### src/rtl/upstream_order_arbiter.sv
// Shares one upstream order processor between N_CLIENTS order sources and a limit-update port.
// Define UPSTREAM_ARB_REJECT_EN to refuse orders whose amount exceeds the processor's current limit.
module upstream_order_arbiter #(
  parameter int N_CLIENTS   = 4,
  parameter int AMT_W       = 32,
  parameter int HOLD_CYCLES = 4
) (
  input  logic                       clk,
  input  logic                       rst_n,
  input  logic [N_CLIENTS-1:0]       req_valid,
  input  logic [N_CLIENTS*AMT_W-1:0] req_amount,
  output logic [N_CLIENTS-1:0]       req_ready,
  input  logic                       max_valid,
  input  logic [AMT_W-1:0]           max_amount,
  output logic                       max_ready,
  input  logic [31:0]                max_to_trade,
  output logic                       new_order,
  output logic                       new_max,
  output logic [4:0]                 client_id,
  output logic [AMT_W-1:0]           amount,
  output logic                       busy,
  output logic [N_CLIENTS-1:0]       reject
);

  localparam int CW   = (HOLD_CYCLES > 1) ? $clog2(HOLD_CYCLES) : 1;
  localparam int CMPW = (AMT_W > 32) ? AMT_W : 32;

  typedef enum logic [1:0] {IDLE, ISSUE, GAP} state_t;

  state_t               state, state_n;
  logic [CW-1:0]        cnt;
  logic [4:0]           last;
  logic                 grant_pend;
  logic                 cmd_max;
  logic                 can_arb;
  logic [N_CLIENTS-1:0] cand;
  logic [N_CLIENTS-1:0] pick_oh;
  logic [4:0]           pick;
  logic                 pick_found;
  logic [AMT_W-1:0]     pick_amt;
  logic                 rej_hit;
  int                   best;

  // Arbitration runs in IDLE and also at the end of GAP so that a new grant
  // lands HOLD_CYCLES+2 cycles after the previous one.
  assign can_arb = (state == GAP) || ((state == IDLE) && !grant_pend);
  // A client acknowledged this cycle still shows valid; keep it out of the search.
  assign cand    = req_valid & ~req_ready;

  always_comb begin
    best       = N_CLIENTS;
    pick       = '0;
    pick_oh    = '0;
    pick_amt   = '0;
    for (int i = 0; i < N_CLIENTS; i++) begin
      if (cand[i] && (((i + 2*N_CLIENTS - int'(last) - 1) % N_CLIENTS) < best)) begin
        best = (i + 2*N_CLIENTS - int'(last) - 1) % N_CLIENTS;
        pick = 5'(i);
      end
    end
    pick_found = (best < N_CLIENTS);
    for (int i = 0; i < N_CLIENTS; i++) begin
      pick_oh[i] = pick_found && (pick == 5'(i));
      if (pick_oh[i]) pick_amt = req_amount[i*AMT_W +: AMT_W];
    end
  end

`ifdef UPSTREAM_ARB_REJECT_EN
  assign rej_hit = (max_to_trade != 32'd0) && (CMPW'(pick_amt) > CMPW'(max_to_trade));
`else
  logic unused_mtt;
  assign rej_hit    = 1'b0;
  assign unused_mtt = ^max_to_trade;
`endif

  always_comb begin
    state_n = state;
    case (state)
      IDLE:    if (grant_pend) state_n = ISSUE;
      ISSUE:   if (cnt == '0) state_n = GAP;
      GAP:     state_n = IDLE;
      default: state_n = IDLE;
    endcase
  end

  always_ff @(posedge clk or negedge rst_n) begin
    if (!rst_n) begin
      state      <= IDLE;
      cnt        <= '0;
      last       <= 5'(N_CLIENTS-1);
      grant_pend <= 1'b0;
      cmd_max    <= 1'b0;
      req_ready  <= '0;
      max_ready  <= 1'b0;
      reject     <= '0;
      client_id  <= '0;
      amount     <= '0;
    end else begin
      state      <= state_n;
      req_ready  <= '0;
      max_ready  <= 1'b0;
      reject     <= '0;
      grant_pend <= 1'b0;
      if (state == IDLE && grant_pend)         cnt <= CW'(HOLD_CYCLES-1);
      else if (state == ISSUE && cnt != '0)    cnt <= cnt - 1'b1;
      if (can_arb) begin
        if (max_valid) begin
          max_ready  <= 1'b1;
          cmd_max    <= 1'b1;
          amount     <= max_amount;
          client_id  <= '0;
          grant_pend <= 1'b1;
        end else if (pick_found) begin
          req_ready <= pick_oh;
          last      <= pick;
          if (rej_hit) begin
            reject <= pick_oh;
          end else begin
            cmd_max    <= 1'b0;
            amount     <= pick_amt;
            client_id  <= pick;
            grant_pend <= 1'b1;
          end
        end
      end
    end
  end

  assign new_order = (state == ISSUE) && !cmd_max;
  assign new_max   = (state == ISSUE) &&  cmd_max;
  assign busy      = (state == ISSUE) || (state == GAP);

endmodule

### config.mk
export PLATFORM = sky130hd
export DESIGN_NAME = upstream_order_arbiter
export DESIGN_NICKNAME = d
export VERILOG_FILES = /design/src/rtl/upstream_order_arbiter.sv
export SDC_FILE = /design/constraint.sdc
export NUM_CORES = 1
export LEC_CHECK = 0
export BUFFER_PORTS_ARGS = -buffer_cell sky130_fd_sc_hd__buf_2
export CORE_AREA = 2 2 96 98
export CTS_CLUSTER_DIAMETER = 60
export CTS_CLUSTER_SIZE = 20
export DETAILED_ROUTE_END_ITERATION = 12
export DIE_AREA = 0 0 98 100
export PLACE_DENSITY = 0.73
export SKIP_LAST_GASP = 1
export SYNTH_ARGS = -nofsm -noshare
export SYNTH_HDL_FRONTEND = slang
export SYNTH_SLANG_ARGS = --single-unit
### constraint.sdc
create_clock -name clk -period 5.2 [get_ports clk]
set_clock_uncertainty 0.1 [all_clocks]
set_input_delay 0.78 -clock clk [delete_from_list [all_inputs] [get_ports clk]]
set_output_delay 0.78 -clock clk [all_outputs]
set_load 0.1 [all_outputs]
# After elaboration in Yosys (flattened, before gate mapping)
# Index checks and enable logic that the tools add are counted.
# W data, S select, Z words.
[word_totals]
ff_bits = 53
input_bits = 199
elab_cells = 97
[classes]
n_addsub = 9
magnitude_cmp = 5
n_eq_ne = 7
muxes = 30
n_bitwise = 7
n_reduce_logical = 30
[ops]
columns = ["op", "n"]
rows = [
  ["$mux W32", 10],
  ["$lt A3 B32 Y1", 3],
  ["$lt A32 B4 Y1 const B", 1],
  ["$sub A6 B2 Y7 const B", 4],
  ["$sub A4 B5 Y6 const A", 4],
  ["$logic_and A1 B1 Y1", 13],
  ["$mux W2", 6],
  ["$mux W4", 3],
  ["$eq A5 B2 Y1 const B", 2],
  ["$mux W5", 2],
  ["$mux W1", 8],
  ["$reduce_or A2 Y1", 4],
  ["$reduce_bool A2 Y1", 3],
  ["$eq A5 B1 Y1 const B", 1],
  ["$logic_not A5 Y1", 1],
  ["$and A1 B1 Y1", 4],
  ["$and A4 B4 Y4", 1],
  ["$logic_not A2 Y1", 2],
  ["$lt A3 B4 Y1 const B", 1],
  ["$ne A2 B2 Y1 const B", 2],
  ["$not A4 Y4", 1],
  ["$pmux W2 S2", 1],
  ["$reduce_and A2 Y1", 2],
  ["$reduce_and A3 Y1", 1],
  ["other kinds (6)", 8],
]

# Longest topological paths before layout
[logic_depth]
ltp_word = 24
depth_mapped = 18
depth_no_buf = 16

# Least setup slack after synthesis
# Ideal clock, no wire load.
[synth_timing]
path_kind = "register -> register"
startpoint = "register req_ready[1]"
endpoint = "register amount[0]"
setup_time_ns = 0.147
arrival_time_ns = 3.922
required_ns = 4.953
setup_slack_ns = 1.031
path_stages_with_launch = 18
n_path_buf = 2
cell_sequence = "dfrtp_1 -> nor2b_1 -> nor2_1 -> a21oi_1 -> o22a_1 -> ha_1 -> or2_2 -> nand3_1 -> nand3_1 -> clkbuf_1 -> nand2_1 -> o21ai_0 -> ha_1 -> or2_2 -> o22a_1 -> nor2_1 -> clkbuf_1 -> a221oi_1"
[synth_via]
elab_chain_cells = 18
elab_cells_between_ends = 30
cone_classes = "order compare: 3; eq/ne: 3; mux: 12; bitwise: 2; reduce/logical: 10"
[synth_lines]
columns = ["item", "line", "text"]
rows = [
  ["start: declaration", "12", "output logic [N_CLIENTS-1:0] req_ready,"],
  ["start signal: assignment", "114", "req_ready <= pick_oh;"],
  ["$not A4 Y4 (*)", "48", "assign cand = req_valid & ~req_ready;"],
  ["$and A4 B4 Y4 (*)", "48", ""],
  ["$logic_and A1 B1 Y1 (*)", "56", "if (cand[i] && (((i + 2*N_CLIENTS - int'(last) - 1) % N_CLIENTS) < best)) begin"],
  ["$mux W32", "56", ""],
  ["$lt A3 B32 Y1", "56", ""],
  ["$logic_and A1 B1 Y1", "56", ""],
  ["$mux W32", "56", ""],
  ["$lt A3 B32 Y1", "56", ""],
  ["$logic_and A1 B1 Y1", "56", ""],
  ["$mux W32 or $mux W2 (tied branches)", "56", ""],
  ["$lt A32 B4 Y1 or $logic_not A5 Y1 (tied branches)", "61, 63", ""],
  ["$logic_and A1 B1 Y1", "63", "pick_oh[i] = pick_found && (pick == 5'(i));"],
  ["$mux W32 (4 in a row)", "64", "if (pick_oh[i]) pick_amt = req_amount[i*AMT_W +: AMT_W];"],
  ["$mux W32", "113", "end else if (pick_found) begin"],
  ["$mux W32", "107", "if (max_valid) begin"],
  ["end signal: assignment", "110", "amount <= max_amount;"],
  ["end signal: assignment", "120", "amount <= pick_amt;"],
  ["end: declaration", "20", "output logic [AMT_W-1:0] amount,"],
]
# Every way passes the cells marked *; elsewhere a longest branch is shown, timed or not. The select of a mux whose other input is x is not followed.
# A chain may end at the register's enable or synchronous reset.

# Worst setup path in the final report
[layout_timing]
startpoint = "input req_valid[1]"
endpoint = "register amount[22]"
[layout_via]
elab_chain_cells = 17
elab_cells_between_ends = 29
cone_classes = "order compare: 3; eq/ne: 3; mux: 12; bitwise: 1; reduce/logical: 10"
[layout_lines]
columns = ["item", "line", "text"]
rows = [
  ["start: declaration", "10", "input logic [N_CLIENTS-1:0] req_valid,"],
  ["$and A4 B4 Y4 (*)", "48", ""],
  ["$logic_and A1 B1 Y1 (*)", "56", ""],
  ["$mux W32", "56", ""],
  ["$lt A3 B32 Y1", "56", ""],
  ["$logic_and A1 B1 Y1", "56", ""],
  ["$mux W32", "56", ""],
  ["$lt A3 B32 Y1", "56", ""],
  ["$logic_and A1 B1 Y1", "56", ""],
  ["$mux W32 or $mux W2 (tied branches)", "56", ""],
  ["$lt A32 B4 Y1 or $logic_not A5 Y1 (tied branches)", "61, 63", ""],
  ["$logic_and A1 B1 Y1", "63", ""],
  ["$mux W32 (4 in a row)", "64", ""],
  ["$mux W32", "113", ""],
  ["$mux W32", "107", ""],
]
# Marks and branches as above.

==> results by group <==
Hold path
  – WHS Path Cells: 1
  – Min-delay worst type: reg -> reg
  – Worst Min Path Start: client_id[0]
  – Min-Delay Endpoint: client_id[0]

GRT
  – First-pass GRT wire length: 16,700 µm
  – Initial antenna violation count: 0
  – GRT Util Overall: 0.212
  – Largest net degree at the start of global routing: between 40 and 50
  – Congestion Overflow GR: 0
  – Vias in the first global route: approximately 3,500

Clock network
  – Post-CTS Setup Inserts: 0
  – CTS tree: yes
  – CTS H-tree depth: 2
  – Root Buffer: clkbuf_8
  – Sink Count: between 40 and 50
  – Clock Path Buffers: 2
  – Post-CTS Resized: 0
  – Clock transition at path regs: approximately 0.08 ns
  – Cts hold-fix bufs: 0
  – Worst skew pair latency: 0.30 ns
  – Num CTS Buffers: 5

Final layout
  – Fraction of layout instances using a drive strength above 1: 0.450
  – Nets: 729
  – Antenna fix cells: 0
  – Area grow syn2layout: 39.0%
  – Final core utilization: 0.475
  – Fin cells: 635

Floorplan
  – Initial core utilization: 0.342
  – I/O pins: 248
  – Die width: around 100 µm
  – Die ar.: just under 10,000 µm²
  – Row cnt: 35
  – Die Ht: about 100 µm
  – Core area: about 9000 µm²

Pwr
  – PD cells: roughly 840 nW/µm²
  – Leak: approximately 2.2 nW
  – Peak supply drop: about 0.46 mV

Setup path
  – Setup CP Type: in -> reg
  – Worst setup EP type: flip-flop
  – Critical Path Source Type: input port
  – CP cell instances: buf_2 > nor2b_1 > nor2_1 > a21oi_1 > o22a_1 > ha_1 > or2_2 > nand3_1 > nand3_1 > buf_4 > nand2_1 > o21ai_0 > ha_1 > or2_2 > o22a_1 > nor2_2 > buf_4 > a221oi_1
  – Worst r2r dst: amount[22]
  – Crit-path max FO: 18
  – Worst EP required: roughly 5.2 ns
  – R2r startpoint: req_ready[0]
  – Worst Path Buf+Inv: 3
  – FF-to-FF setup slack: 0.92 ns
  – R2r worst-path depth: 17
  – Arrival @ worst endpoint: 4.43 ns
  – Worst path slowest cell: nor2_2
  – Crit-path leading delay family: simple AND/OR/NAND/NOR gates
  – Critical Path Max Stage Delay: 0.61 ns

Routing
  – Routed Antenna Nets: 0
  – Via count: between 3,000 and 4,000
  – First DRT Iteration DRCs: ~170
  – Post-DR vias/cell: around 5.6
  – DR pass1 iterations: 5
  – WL per Instance: around 17 µm
  – WL final: about 11,000 µm
  – Detailed-route DRC error count: 0

Run
  – Max-Cap Viols: 0

Yosys
  – Top post-synthesis cells by area: dfrtp_1, a221o_1, a221oi_1
  – Yosys Warn Count: 0
  – Yosys top cell by area: dfrtp_1
  – Cell Area, Synth: about 3000 µm²
  – Synth unique cells: between 40 and 50
  – FF+latch count, synth: 47
  – Register area share after synthesis: 0.388
  – Post-synth top area share: 0.371
  – Cells after synthesis: approximately 330
  – Mean Syn Cell Area: roughly 9.2 µm²

Placed design
  – # port buffers: 208
  – Dpl hpwl: around 8000 µm
  – Inst Count DP: between 600 and 700
  – RePlAce Congestion: 0.837
  – Pre-CTS setup slack: about 0.45 ns

Timing
  – Final setup margin: around 0.77 ns
  – Setup TNS: 0 ns
  – Worst slew pin tran: ~1.1 ns
  – RSZ-0062 raised after global routing: no
  – Pins Over Slew Limit: 0
  – Fin. Hold Viols: 0
  – Final setup viols: 0
  – Fmax: around 0.23 GHz
  – Min cycle time layout: between 4 and 5 ns
  – Tcrit/Tclk final: 0.851
  – Headroom to the max-slew limit: 0.235

Outcome
  – Run status: finished, final reports clean
## placed cells by master, fill, tap and decap left out, types with 7 or more instances in the layout
cell	count
buf_2	208
dfrtp_1	45
o21ai_0	32
a221o_1	31
inv_1	29
o22ai_1	27
a221oi_1	26
nor2_1	19
nand2_1	12
nand2b_1	7
ha_1	7
conb_1	7
clkbuf_8	7
## state kept, by name, indices dropped and copies added (netlist names), 2 cells and up
name       count
state          2
amount        32
cnt            2
last           2
client_id      2
req_ready      4
## power breakdown
| group | total [mW] | internal, mW | leakage, nW | switching (mW) |
|---|---|---|---|---|
| clock network | 0.244 | 0.122 | 0.0515 | 0.123 |
| registers | 0.661 | 0.554 | 0.547 | 0.107 |
| logic | 2.64 | 0.668 | 1.55 | 1.98 |
| total | 3.55 | 1.34 | 2.15 | 2.21 |
## synthesized netlist by cell type
cell      number
buf_2         14
o31ai_1        1
a21o_1         3
nand3_1        3
or2_1          1
clkbuf_1      11
and2_1         1
a211o_1        1
ha_1           7
dfrtp_1       45
inv_1         29
buf_4          7
a221oi_1      26
conb_1         1
clkinv_1       2
a21oi_1        6
nand2_1       12
buf_6          2
or2_2          2
nor2b_1        7
and3_1         2
a22o_1         6
a221o_1       31
o211a_1        1
nand2b_1       7
or2_0          1
nand4_1        1
xnor2_1        2
o21ai_0       32
o22a_1         2
nor4_1         1
a221oi_2       6
dfstp_2        2
nand3b_1       1
o22ai_1       27
nor3_1         1
o21ai_2        1
a21oi_4        1
a222oi_1       1
nor3b_1        2
nor2_1        20
## worst reg2reg max path, stage by stage (launching register included)
cell and delay (ns):
dfrtp_1 0.41, nand2b_1 0.22, nor2_1 0.12, a21oi_1 0.05, o22a_1 0.22, ha_1 0.26
or2_2 0.30, nand3_1 0.11, nand3_1 0.10, buf_4 0.23, nand2_1 0.08, o21ai_0 0.08
ha_1 0.18, or2_2 0.32, o22a_1 0.21, nor2_2 0.61, buf_4 0.36, a221oi_1 0.13
## per-layer routing
metal | share of wire | GRT usage | routed length, µm | vias up
li1 | - | - | - | 1643
met5 | 0 | 0 | 0 | -
met2 | 0.51 | 0.391 | 5470 | 202
met3 | 0.083 | 0.0383 | 889 | 18
met4 | 0.019 | 0.0705 | 203 | 0
met1 | 0.39 | 0.248 | 4160 | 1700
## cell type report
type | count | area [µm²]
fillers | 887 | 4670
multi-input cells | 223 | 1580
flip-flops and latches | 47 | 1180
repair buffers | 215 | 1110
well taps | 111 | 139
inverters | 31 | 116
clock buffers | 8 | 100
## per-stage QoR
| step | cell area (µm²) | power (mW) | hold WS (ns) |
|---|---|---|---|
| after floorplan | 3060 | 2.78 | 0.357 |
| after global routing | 4220 | 3.75 | 0.397 |
| after detailed placement | 4120 | 3.32 | 0.369 |
| final | 4220 | 3.55 | 0.384 |
| after CTS | 4220 | 3.57 | 0.389 |
| after global placement | 4120 | 3.25 | 0.361 |
## worst max-delay path by stage
stage | slack, ns | cells after the start | startpoint | endpoint
CTS | 0.76 | 18 | req_valid[1] | amount[22]
global route | 0.45 | 18 | req_valid[1] | amount[21]
finish | 0.77 | 18 | req_valid[1] | amount[22]
global placement | 0.55 | 17 | req_valid[1] | amount[19]
floorplan | 1.03 | 17 | req_ready[1] | amount[0]
detailed placement | 0.45 | 18 | req_valid[1] | amount[22]
## kinds of logic (layout without fill, tap and decap cells)
logic type | after synthesis | in the layout | share of synthesized area
AO/OA/AOI/OAI | 145 | 145 | 0.376
adder cells (fa/ha/maj) | 7 | 7 | 0.0288
AND/OR/NAND/NOR | 62 | 62 | 0.101
buffers and inverters | 65 | 254 | 0.0997
XOR/XNOR | 2 | 2 | 0.00577
other | 1 | 7 | 0.00123
flip-flops | 47 | 47 | 0.388
No activity file was read; power rests on OpenSTA's default activity.
